==> src/rtl/spi_pkg.sv <==
// spi_pkg: shared FSM state type and constants for the SPI transmit queue.
package spi_pkg;
  localparam int SPI_BYTE_W = 8;
  localparam int DEF_BUSY_TIMEOUT = 64;
  typedef enum logic [1:0] {IDLE, START, WAIT_BUSY, WAIT_DONE} state_t;
endpackage

==> src/rtl/spi_tx_queue_if.sv <==
// spi_tx_queue_if: bus-side push/status signals plus the controller handshake.
interface spi_tx_queue_if #(
  parameter int DEPTH = 8
);
  import spi_pkg::*;
  localparam int AW = $clog2(DEPTH);
  logic wr_en;
  logic [SPI_BYTE_W-1:0] wr_data;
  logic flush;
  logic spi_busy;
  logic [SPI_BYTE_W-1:0] spi_value;
  logic spi_start;
  logic full;
  logic empty;
  logic [AW:0] count;
  logic overflow;
  logic timeout;
  logic idle;
  modport master (
    output wr_en, wr_data, flush, spi_busy,
    input  spi_value, spi_start, full, empty, count, overflow, timeout, idle
  );
  modport slave (
    input  wr_en, wr_data, flush, spi_busy,
    output spi_value, spi_start, full, empty, count, overflow, timeout, idle
  );
endinterface

==> src/rtl/spi_tx_queue_sync_fifo.sv <==
// sync_fifo: power-of-two FIFO; the extra pointer bit separates full from empty.
module sync_fifo #(
  parameter int W = 8,
  parameter int DEPTH = 8,
  parameter int AW = $clog2(DEPTH)
) (
  input  logic clk,
  input  logic rst_n,
  input  logic clr,
  input  logic push,
  input  logic pop,
  input  logic [W-1:0] wdata,
  output logic [W-1:0] rdata,
  output logic full,
  output logic empty,
  output logic [AW:0] count
);
  localparam int PW = AW + 1;
  logic [W-1:0] mem [DEPTH];
  logic [AW:0] wr_ptr, rd_ptr;
  logic push_ok, pop_ok;
  assign count = wr_ptr - rd_ptr;
  assign full = count == PW'(DEPTH);
  assign empty = count == '0;
  assign push_ok = push && !full && !clr;
  assign pop_ok = pop && !empty && !clr;
  assign rdata = mem[rd_ptr[AW-1:0]];
  always_ff @(posedge clk or negedge rst_n)
    if (!rst_n) begin
      wr_ptr <= '0;
      rd_ptr <= '0;
    end else if (clr) begin
      wr_ptr <= '0;
      rd_ptr <= '0;
    end else begin
      wr_ptr <= wr_ptr + PW'(push_ok);
      rd_ptr <= rd_ptr + PW'(pop_ok);
    end
  always_ff @(posedge clk)
    if (push_ok) mem[wr_ptr[AW-1:0]] <= wdata;
endmodule

==> src/rtl/spi_tx_queue.sv <==
// spi_tx_queue: byte FIFO feeding an SPI controller, one start strobe per byte.
module spi_tx_queue
  import spi_pkg::*;
#(
  parameter int DEPTH = 8,
  parameter int AW = $clog2(DEPTH),
  parameter int BUSY_TIMEOUT = DEF_BUSY_TIMEOUT
) (
  input logic clk,
  input logic rst_n,
  spi_tx_queue_if.slave bus
);
  localparam int TW = $clog2(BUSY_TIMEOUT + 1);
  state_t state, state_n;
  logic [TW-1:0] cnt, cnt_n;
  logic [SPI_BYTE_W-1:0] rd_data;
  logic [AW:0] count;
  logic launch, expire, full, empty;
  sync_fifo #(.W(SPI_BYTE_W), .DEPTH(DEPTH), .AW(AW)) u_fifo (
    .clk(clk),
    .rst_n(rst_n),
    .clr(bus.flush),
    .push(bus.wr_en),
    .pop(launch),
    .wdata(bus.wr_data),
    .rdata(rd_data),
    .full(full),
    .empty(empty),
    .count(count)
  );
  assign bus.full = full;
  assign bus.empty = empty;
  assign bus.count = count;
  assign bus.spi_start = state == START;
  assign bus.idle = state == IDLE && empty;
  always_comb begin
    state_n = state;
    cnt_n = cnt;
    launch = 1'b0;
    expire = 1'b0;
    case (state)
      IDLE:
        if (!empty && !bus.spi_busy && !bus.flush) begin
          launch = 1'b1;
          state_n = START;
        end
      START: begin
        cnt_n = TW'(BUSY_TIMEOUT);
        state_n = WAIT_BUSY;
      end
      WAIT_BUSY:
        if (bus.spi_busy) state_n = WAIT_DONE;
        else begin
          cnt_n = cnt - TW'(1);
          expire = cnt == TW'(1);
          state_n = expire ? IDLE : WAIT_BUSY;
        end
      WAIT_DONE: state_n = bus.spi_busy ? WAIT_DONE : IDLE;
      default: state_n = IDLE;
    endcase
  end
  // flush clears the sticky flags but leaves the in-flight byte and FSM alone
  always_ff @(posedge clk or negedge rst_n)
    if (!rst_n) begin
      state <= IDLE;
      cnt <= '0;
      bus.spi_value <= '0;
      bus.overflow <= 1'b0;
      bus.timeout <= 1'b0;
    end else begin
      state <= state_n;
      cnt <= cnt_n;
      if (launch) bus.spi_value <= rd_data;
      bus.overflow <= !bus.flush && (bus.overflow || (bus.wr_en && full));
      bus.timeout <= !bus.flush && (bus.timeout || expire);
    end
endmodule
==> src/flat_wrapper.sv <==
// flat-port wrapper written by rule: the top's interface ports become plain ports
module spi_tx_queue_flat import spi_pkg::*;
#(
  parameter int DEPTH = 8,
  parameter int AW = $clog2(DEPTH),
  parameter int BUSY_TIMEOUT = DEF_BUSY_TIMEOUT
)
  (clk, rst_n, bus_wr_en, bus_wr_data, bus_flush, bus_spi_busy, bus_spi_value, bus_spi_start, bus_full, bus_empty, bus_count, bus_overflow, bus_timeout, bus_idle);
  spi_tx_queue_if #(.DEPTH(DEPTH)) bus_i ();
  input logic clk;
  input logic rst_n;
  input wire logic [$bits(bus_i.wr_en)-1:0] bus_wr_en;
  input wire logic [$bits(bus_i.wr_data)-1:0] bus_wr_data;
  input wire logic [$bits(bus_i.flush)-1:0] bus_flush;
  input wire logic [$bits(bus_i.spi_busy)-1:0] bus_spi_busy;
  output wire logic [$bits(bus_i.spi_value)-1:0] bus_spi_value;
  output wire logic [$bits(bus_i.spi_start)-1:0] bus_spi_start;
  output wire logic [$bits(bus_i.full)-1:0] bus_full;
  output wire logic [$bits(bus_i.empty)-1:0] bus_empty;
  output wire logic [$bits(bus_i.count)-1:0] bus_count;
  output wire logic [$bits(bus_i.overflow)-1:0] bus_overflow;
  output wire logic [$bits(bus_i.timeout)-1:0] bus_timeout;
  output wire logic [$bits(bus_i.idle)-1:0] bus_idle;
  assign bus_i.wr_en = bus_wr_en;
  assign bus_i.wr_data = bus_wr_data;
  assign bus_i.flush = bus_flush;
  assign bus_i.spi_busy = bus_spi_busy;
  assign bus_spi_value = bus_i.spi_value;
  assign bus_spi_start = bus_i.spi_start;
  assign bus_full = bus_i.full;
  assign bus_empty = bus_i.empty;
  assign bus_count = bus_i.count;
  assign bus_overflow = bus_i.overflow;
  assign bus_timeout = bus_i.timeout;
  assign bus_idle = bus_i.idle;
  spi_tx_queue #(.DEPTH(DEPTH), .AW(AW), .BUSY_TIMEOUT(BUSY_TIMEOUT)) u_core (.clk(clk), .rst_n(rst_n), .bus(bus_i));
endmodule
==> config.mk <==
export PLATFORM = sky130hd
export DESIGN_NAME = spi_tx_queue_flat
export DESIGN_NICKNAME = d
export VERILOG_FILES = /design/src/rtl/spi_pkg.sv /design/src/rtl/spi_tx_queue_if.sv /design/src/rtl/spi_tx_queue_sync_fifo.sv /design/src/rtl/spi_tx_queue.sv /design/src/flat_wrapper.sv
export SDC_FILE = /design/constraint.sdc
export NUM_CORES = 1
export LEC_CHECK = 0
export BUFFER_PORTS_ARGS = -buffer_cell sky130_fd_sc_hd__buf_2
export CAP_MARGIN = 20
export CORE_MARGIN = 4
export CORE_UTILIZATION = 61
export CTS_CLUSTER_SIZE = 12
export DETAILED_ROUTE_END_ITERATION = 10
export HOLD_SLACK_MARGIN = 0.1
export PLACE_DENSITY = 0.81
export SETUP_SLACK_MARGIN = 0.05
export SYNTH_ARGS = -nofsm -noshare
export SYNTH_HDL_FRONTEND = slang
export SYNTH_SLANG_ARGS = --single-unit
==> constraint.sdc <==
create_clock -name clk -period 4.6 [get_ports clk]
set_input_delay 0.23 -clock clk [delete_from_list [all_inputs] [get_ports clk]]
set_output_delay 0.23 -clock clk [all_outputs]
set_load 0.02 [all_outputs]
# [Word level (Yosys, flattened, before mapping)]
# Memory sizes are Yosys's and may differ from the RTL's. A register that Yosys moved wholly into a read port is not among the register bits.
# Index checks and enable logic that the tools add are counted.
[classes] magnitude_cmp=0 eq_ne=7 multipliers=0 muxes=15 shift=0 n_addsub=4 div=0 reduce_logical=21 n_bitwise=0
[op_table] operator="7-bit case mux with 2 select lines" count=1
[op_table] operator="1-bit logical AND" count=10
[op_table] operator="4-bit by 1-bit adder with 4-bit output" count=2
[op_table] operator="2-bit 2-to-1 mux" count=4
[op_table] operator="4-bit 2-to-1 mux" count=2
[op_table] operator="2-bit case mux with 4 select lines" count=1
[op_table] operator="7-bit by 1-bit == test with 1-bit output, second input constant" count=1
[op_table] operator="7-bit 2-to-1 mux" count=1
[op_table] operator="7-bit by 1-bit subtractor with 7-bit output, second input constant" count=1
[op_table] operator="1-bit 2-to-1 mux" count=6
[op_table] operator="1-bit logical NOT" count=5
[op_table] operator="2-bit == test, second input constant" count=2
[op_table] operator="4-bit == test, second input constant" count=1
[op_table] operator="4-bit logical NOT" count=1
[op_table] operator="2-bit inequality test, second input constant" count=2
[op_table] operator="4-bit subtractor" count=1
[op_table] operator="2-bit by 1-bit == test with 1-bit output, second input constant" count=1
[op_table] operator="2-bit logical NOT" count=1
[op_table] operator="1-bit logical OR" count=2
[op_table] operator="2-bit AND reduction" count=1
[op_table] operator="2-bit nonzero test" count=1
[totals] output_inout_bits=18 n_memories=1 rom_bits=0 word_cells=54 ram_bits=64 input_bits=13 regBits=19 latchBits=0
[memory_table] name="u_core.u_fifo.mem" words=8 width=8 rd=1 rd_clocked_by_memory_dff=1 write_ports=1 line="spi_tx_queue_sync_fifo.sv:19" source="logic [W-1:0] mem [DEPTH];"

# [Logic depth before layout (Yosys ltp)]
# Gate-level depths: netlist of run 1.
[logic_depth] word_depth=11 ltp_mapped=11 mapped_depth_nobuf=11

# [Hierarchy]
# Synthesis of run 1 repeated with hierarchy kept, for this count alone.
[unflattened] cells_unflattened=254 area_unflattened_um2=3923.8
[modules_own_cells] mod="sync_fifo" cells_each=170 instances=1 area_each_um2=2990.4 seq_area_each_um2=2122.0
[modules_own_cells] mod="spi_tx_queue" cells_each=84 instances=1 area_each_um2=933.4 seq_area_each_um2=475.5

# [Worst setup path after synthesis of run 1]
# No wires, ideal clock.
[synth_path] path_kind="register to register" startpoint="register u_core.u_fifo.rd_ptr[1]" endpoint="memory u_core.u_fifo.mem[5][0] (enable)" arrival_ps=2586 path_buffers=2 period_less_slack_ps=2918 path_slack_ps=1682 setup_ps=333 stages_incl_launch_ff=9 path_cell_list="dfrtp_1 > clkbuf_1 > buf_2 > inv_1 > fa_1 > xor2_2 > nor3_2 > a311oi_4 > and4b_1"
[synth_via] elab_chain_cells=7
[synth_lines] item="start: declaration" line="spi_tx_queue_sync_fifo.sv:20" source="logic [AW:0] wr_ptr, rd_ptr;"
[synth_lines] item="start signal: assignment" line="spi_tx_queue_sync_fifo.sv:37" source="rd_ptr <= rd_ptr + PW'(pop_ok);"
[synth_lines] item="4-bit subtractor" line="spi_tx_queue_sync_fifo.sv:22" source="assign count = wr_ptr - rd_ptr;"
[synth_lines] item="named net bus_count[2]" line="flat_wrapper.sv:20" source="output wire logic [$bits(bus_i.count)-1:0] bus_count;"
[synth_lines] item="4-bit == test" line="spi_tx_queue_sync_fifo.sv:23" source="assign full = count == PW'(DEPTH);"
[synth_lines] item="1-bit logical NOT" line="spi_tx_queue_sync_fifo.sv:25" source="assign push_ok = push && !full && !clr;"
[synth_lines] item="1-bit logical AND (2 in a row)" line="spi_tx_queue_sync_fifo.sv:25"
[synth_lines] item="1-bit 2-to-1 mux" line="spi_tx_queue_sync_fifo.sv:40" source="if (push_ok) mem[wr_ptr[AW-1:0]] <= wdata;"
[synth_lines] item="1-bit 2-to-1 mux (not written as such)" line="spi_tx_queue_sync_fifo.sv:40"
[synth_lines] item="end: declaration" line="spi_tx_queue_sync_fifo.sv:19"
# The timed path passes the listed nets, and every way through them passes these cells.

# [Worst setup path after layout of run 1]
[layout_path] startpoint="register u_core.u_fifo.rd_ptr[2]" endpoint="output bus_idle"
[layout_via] elab_chain_cells=3
[layout_lines] item="4-bit subtractor" line="spi_tx_queue_sync_fifo.sv:22"
[layout_lines] item="4-bit logical NOT" line="spi_tx_queue_sync_fifo.sv:24" source="assign empty = count == '0;"
[layout_lines] item="1-bit logical AND" line="spi_tx_queue.sv:35" source="assign bus.idle = state == IDLE && empty;"
[layout_lines] item="end: declaration" line="flat_wrapper.sv:23" source="output wire logic [$bits(bus_i.idle)-1:0] bus_idle;"
# Every way passes these cells.

==> results_dict.tcl, run 1 <==
set metrics [dict create \
    critical_path_class "reg2out" \
    n_antenna_cell 0 \
    ys_top_cells_by_area "edfxtp_1, dfrtp_1, mux4_1, ha_1, nand2_1" \
    grt.total_usage 0.216 \
    grt_overflow 0 \
    antenna_left 0 \
    yosysUniqueCellTypes 44 \
    final_hold_viol_count 0 \
    cts_buffers 9 \
    antenna_found_initial 0 \
    powerDensity_nw_per_um2 444 \
    wl_um 7520 \
    yosys.area.top_type "edfxtp_1" \
    drt_iter0_markers 182 \
    min_path_type "in2reg" \
    tightest_slew_ns 0.681 \
    grt_start_max_net_pins 28 \
    syn_area_per_cell_um2 15.9 \
    avgViaCountPerCell 6.07 \
    synthArstFlopShare 0.297 \
    seq_area_frac_synth 0.652 \
    p_leak_nw 1.73 \
    drc_errors 0 \
    yosysWarnings 0 \
    ctsRootBufferMaster "clkbuf_8" \
    h-tree-depth 3 \
    mostFrequentLayoutCells "edfxtp_1, nand2_1, buf_2, dfrtp_1, nor2_1" \
    grt_pass1_vias 2156 \
    setup_tns_ns 0 \
    cp.required_ns 4.37 \
    final_common_cell "edfxtp_1" \
    die_h_um 88.8 \
    cts.path.max_buffers 2 \
    grt_pass1_wl_um 11900 \
    drive_gt1_frac 0.227 \
    cp_max_fo 11 \
    fp-row-count 29 \
    tritoncts "yes" \
    synth-main-ff-cell "edfxtp_1" \
    syn_inst 251 \
    critPathCaptureType "output pin" \
    core_um2 6350 \
    cts.clk_slew.worst_paths_ns 0.10 \
    startpoint_type "register" \
    grt-busiest-layer "met1" \
    syn_to_final_growth_pct 10.3 \
    met1_usage 0.323 \
    use_met3 0.0493 \
    post_cts_resized 0 \
    ir_drop_v 0.000327 \
    fillers 414 \
    gp_congestion 0.883 \
    finish.net_count 309 \
    cap_violations 0 \
    status "completed" \
    crit_arrival_ns 2.97 \
    rsz0062_at_grt "false" \
    ys_ff_latch 91 \
    initial_core_util 0.627 \
    setup_ws_ns 1.40 \
    syn_nets 274 \
    cts.sinks 91 \
    io_pins 31 \
    dp_hpwl_um 5360 \
    pre_cts_ws_ns 1.53 \
    dieArea_um2 7890 \
    clk_latency_ns 0.36 \
    synth_edf_count 64 \
    post-cts-setup-buffers 0 \
    finalSetupViolations 0 \
    numPortBuffers 30 \
    finalCriticalPeriod_ns 3.20 \
    clock_skew_ns 0.0106 \
    clock.fmax_mhz 312 \
    relSlewSlack 0.546 \
    maxSlewViolCount 0 \
    num_vias 2234 \
    firstDrtPassIters 4 \
    finalCritPeriodShare 0.696 \
    die_x_um 88.8 \
    syn_area_um2 3980 \
    cts_hold_buffers 1 \
    wl_per_cell_um 20.4 \
    grt_util_met2 0.312 \
    yosysTopAreaCellShare 0.482 \
]
## worst paths after layout
path,depth (start not counted),from,end,slack [ns]
setup / recovery,7,u_core.u_fifo.rd_ptr[2],bus_idle,1.40
hold / removal,1,bus_wr_data[6],u_core.u_fifo.mem[3][6],0.15
setup reg to reg,6,u_core.u_fifo.rd_ptr[1],u_core.u_fifo.mem[2][2],1.48
hold reg to reg,1,u_core.bus.spi_value[0],u_core.bus.spi_value[0],0.52
max in group asynchronous,2,rst_n,u_core.u_fifo.wr_ptr[3],3.79
min in group asynchronous,2,rst_n,u_core.cnt[0],0.41
## worst max-delay path: stages, from the launching register on
cell	delay (ns)
dfrtp_1	0.55
clkinv_1	0.33
ha_1	0.45
and3b_2	0.25
o21ai_1	0.34
nand2_1	0.14
nor4_1	0.32
buf_2	0.23
## layer usage
| metal | wire length [um] | part of all wire |
|---|---|---|
| met1 | 3370 | 0.45 |
| met2 | 3310 | 0.44 |
| met5 | 0 | 0 |
| met4 | 123 | 0.016 |
| met3 | 718 | 0.095 |
## synthesized netlist by cell type (5+ instances only)
cell      instances
dfrtp_1          27
xor2_1            6
clkbuf_1          5
mux4_1           14
inv_1             8
mux2_2            8
nor2b_1           5
nand3_1           5
nand2_1          30
ha_1              9
nor2_1           16
edfxtp_1         64
## stage by stage
stage                     hold WS [ns]  instance area, um^2   util  total power [mW]  std cells
after global routing             0.149                 4390  0.692              2.05        368
after floorplan                -0.0656                 3980      -              1.31        251
after global placement           0.272                 4180  0.659              1.43        351
after CTS                        0.148                 4390  0.692              1.96        368
after detailed placement         0.272                 4180  0.659              1.44        351
final                            0.153                 4390  0.692              1.95        368
## final cells by class
type / instances / area (um^2) / share of cell area
Clock inverter: 7 / 76.3 / 0.0174
Timing Repair Buffer: 32 / 168 / 0.0382
Clock buffer: 9 / 124 / 0.0282
Sequential cell: 91 / 2600 / 0.591
Multi-Input combinational cell: 141 / 1290 / 0.294
Inverter: 11 / 41.3 / 0.00940
Tap cell: 77 / 96.3 / 0.0219
## state kept, by name, summed over array words and instances, names as in the netlist
signal                flops
u_core.u_fifo.rd_ptr      4
u_core.u_fifo.mem        64
u_core.bus.overflow       1
u_core.bus.spi_value      8
u_core.u_fifo.wr_ptr      4
u_core.bus.timeout        1
u_core.cnt                7
u_core.state              2
## power by group
group	switching [mW]	internal [mW]	leakage [nW]	total, mW
Combinational	0.241	0.161	0.698	0.402
Clock	0.316	0.216	0.103	0.531
Sequential	0.0621	0.956	0.928	1.02
Total	0.619	1.33	1.73	1.95
## cells by family (layout without fill, tap and decap cells)
kind of cell    count (synthesis)  after routing  share of synthesized area
buf+inv                        19             59                     0.0242
flops                          91             91                      0.652
xor+xnor                       11             11                     0.0261
fa+ha+maj                      10             10                     0.0333
mux                            24             24                      0.126
compound gates                 22             22                     0.0452
simple gates                   74             74                     0.0930
Note: power is estimated with default switching activity, not from simulation.
==> inputs of run 2 (changes only) <==
ABC_AREA = 1   (was default)
CORE_UTILIZATION = 54   (was 61)
PLACE_DENSITY = 0.76   (was 0.81)
clock period = 2.7 ns   (was 4.6 ns; I/O delays follow)
==> run 2 against run 1 <==
  * Count of clock-buffer cells in the layout increased by 1
  * Largest power group unchanged
  * Sequential power increased by 67%
  * Sequential share of layout area decreased by 5.9 points
  * Synthesized area increased by 6.9%
  * Critical path type is now reg2reg
  * Largest cell class unchanged
  * Total power increased by 64%
  * Critical endpoint is now u_core.u_fifo.mem[3][7]
==> results_dict.tcl, run 2 <==
set metrics [dict create \
    tritoncts "yes" \
    swShare 0.314 \
    ctsRootBufferMaster "clkbuf_8" \
    max_stage_delay_ns 0.64 \
    worst-path-buf-inv 2 \
    num_vias 3074 \
    final_common_cell "nand2_1" \
    synth-main-ff-cell "edfxtp_1" \
    core_um2 7690 \
    wl_per_cell_um 13.8 \
    seq_area_frac_synth 0.610 \
    dp_hpwl_um 5660 \
    ir_drop_v 0.000333 \
    min_path_type "in2async" \
    maxSlewViolCount 0 \
    synth_edf_count 64 \
    grt_pass1_wl_um 14100 \
    crit_arrival_ns 2.65 \
    cp.required_ns 2.69 \
    clock.fmax_mhz 377 \
    clock_skew_ns 0.0113 \
    cts.clk_slew.worst_paths_ns 0.09 \
    crit_family "simple AND/OR/NAND/NOR gates" \
    grt_start_max_net_pins 35 \
    synthArstFlopShare 0.297 \
    cp_max_fo 9 \
    gp_congestion 0.901 \
    drc_errors 0 \
    antenna_found_initial 0 \
    power.switching_mw 1.01 \
    die_h_um 96.8 \
    syn_area_per_cell_um2 9.32 \
    syn_nets 480 \
    fp-row-count 32 \
    cts.sinks 91 \
    numPortBuffers 30 \
    p_leak_nw 2.36 \
    syn_area_um2 4260 \
    yosys.area.top_type "edfxtp_1" \
    critical_path_class "reg2reg" \
    fin_total_pwr_mw 3.20 \
    rsz0062_at_grt "true" \
    finalCritPeriodShare 0.982 \
    relSlewSlack 0.449 \
    avgViaCountPerCell 4.97 \
    wl_um 8540 \
    placed_cell_area_um2 4560 \
    syn_to_final_growth_pct 14.7 \
    ys_top_cells_by_area "edfxtp_1, dfrtp_1, nand2_1, inv_1, nand3_1" \
    grt.total_usage 0.190 \
    yosysTopAreaCellShare 0.451 \
    pwr-share-seq 0.530 \
    startpoint_type "register" \
    cts.path.max_buffers 2 \
    antenna_left 0 \
    finalCriticalPeriod_ns 2.65 \
    clk_latency_ns 0.36 \
    grt_overflow 0 \
    mostFrequentLayoutCells "nand2_1, inv_1, edfxtp_1, nand3_1, buf_2" \
    h-tree-depth 3 \
    firstDrtPassIters 4 \
    yosysMostFrequentCell "nand2_1" \
    final_hold_viol_count 0 \
    tightest_slew_ns 0.824 \
    grt_pass1_vias 2971 \
    cap_violations 0 \
    whs_ns 0.309 \
    finish.net_count 534 \
    critPathCaptureType "register" \
    largest_reg_flops 64 \
    setup_tns_ns 0 \
    syn_inst 457 \
    cellInternalPower_mw 2.20 \
    clockPowerShare 0.261 \
    yosysUniqueCellTypes 28 \
    setup_ws_ns 0.0475 \
    finalSetupViolations 0 \
    final_cell_area_um2 4880 \
    cpMaxStageDelayCell "nor2_1" \
    drive_gt1_frac 0.155 \
    yosysWarnings 0 \
    powerDensity_nw_per_um2 656 \
    io_pins 31 \
    n_antenna_cell 0 \
    initial_core_util 0.554 \
    ys_ff_latch 91 \
    status "completed" \
    drt_iter0_markers 231 \
    crit_chain "inv_1 > ha_1 > inv_2 > fa_2 > or2_0 > nor2_2 > nand2_1 > nand2_4 > nor2_1" \
    power_frac_comb 0.209 \
    pre_cts_ws_ns 0.00218 \
    cts_buffers 9 \
    dieArea_um2 9370 \
    synth_common_cells "nand2_1, inv_1, edfxtp_1" \
    die_x_um 96.8 \
]
run 2: changes by cell type in the layout (fill, tap and decap cells not counted), sizes merged, moves of 5 or more:
cell | before | now
buf | 31 | 44
dlygate4sd3 | 1 | 12
inv | 14 | 84
mux2 | 8 | 0
mux4 | 16 | 0
nand2 | 30 | 164
nand3 | 5 | 39
nand4 | 0 | 9
nor2 | 16 | 25
nor2b | 5 | 0
xor2 | 7 | 0
run 2: layout make-up:
class | count | area, um^2
clock buffer | 10 | 128
clock inverter | 6 | 47.5
fill | 616 | 2810
inverter | 82 | 308
multi-input combinational | 271 | 1290
sequential | 91 | 2600
tap | 102 | 128
timing repair buffer | 56 | 382
run 2: cell families after synthesis:
logic type,share of synthesized area
AO/OA/AOI/OAI,0.0168
adder cells (fa/ha/maj),0.0311
flip-flops,0.610
buffers and inverters,0.0905
XOR/XNOR,0.00206
AND/OR/NAND/NOR,0.249
run 2: layer usage:
| metal | track usage | wire (um) | vias to the layer above |
|---|---|---|---|
| met5 | 0 | 0 | - |
| met1 | 0.250 | 3740 | 1419 |
| met2 | 0.311 | 4080 | 94 |
| met3 | 0.0360 | 562 | 13 |
| met4 | 0.0756 | 155 | 0 |
| li1 | - | - | 1548 |
run 2: power by group through the flow:
stage | Sequential (mW) | Combinational, mW | Clock, mW
2_1_floorplan | 1.77 | 0.402 | 0
3_3_place_gp | 1.72 | 0.621 | 0
3_5_place_dp | 1.73 | 0.647 | 0
4_1_cts | 1.70 | 0.666 | 0.848
5_1_grt | 1.71 | 0.753 | 0.911
6_report | 1.70 | 0.669 | 0.835
run 2: what timing repair did:
item,in CTS,in global routing
resized for setup,3,4
setup endpoints to repair,29,36
buffers inserted,0,1
hold buffers,12,0
pin swaps,0,1
hold endpoints to repair,100,0
run 2: path summary, 6_finish.rpt:
check / depth (start not counted) / from / endpoint / slack (ns)
min in group clk: 2 / u_core.bus.spi_value[4] / u_core.bus.spi_value[4] / 0.48
setup reg to reg: 9 / u_core.u_fifo.wr_ptr[0] / u_core.u_fifo.mem[3][7] / 0.05
setup / recovery: 9 / u_core.u_fifo.wr_ptr[0] / u_core.u_fifo.mem[3][7] / 0.05
max in group asynchronous: 2 / rst_n / u_core.u_fifo.wr_ptr[2] / 1.99
hold / removal: 2 / rst_n / u_core.bus.spi_value[3] / 0.31
hold reg to reg: 2 / u_core.bus.spi_value[4] / u_core.bus.spi_value[4] / 0.48
run 2: per-stage QoR:
step / util / cells
global route: 0.635 / 618
finish: 0.635 / 618
CTS: 0.633 / 617
global placement: 0.593 / 589
detailed placement: 0.593 / 589
floorplan: - / 457
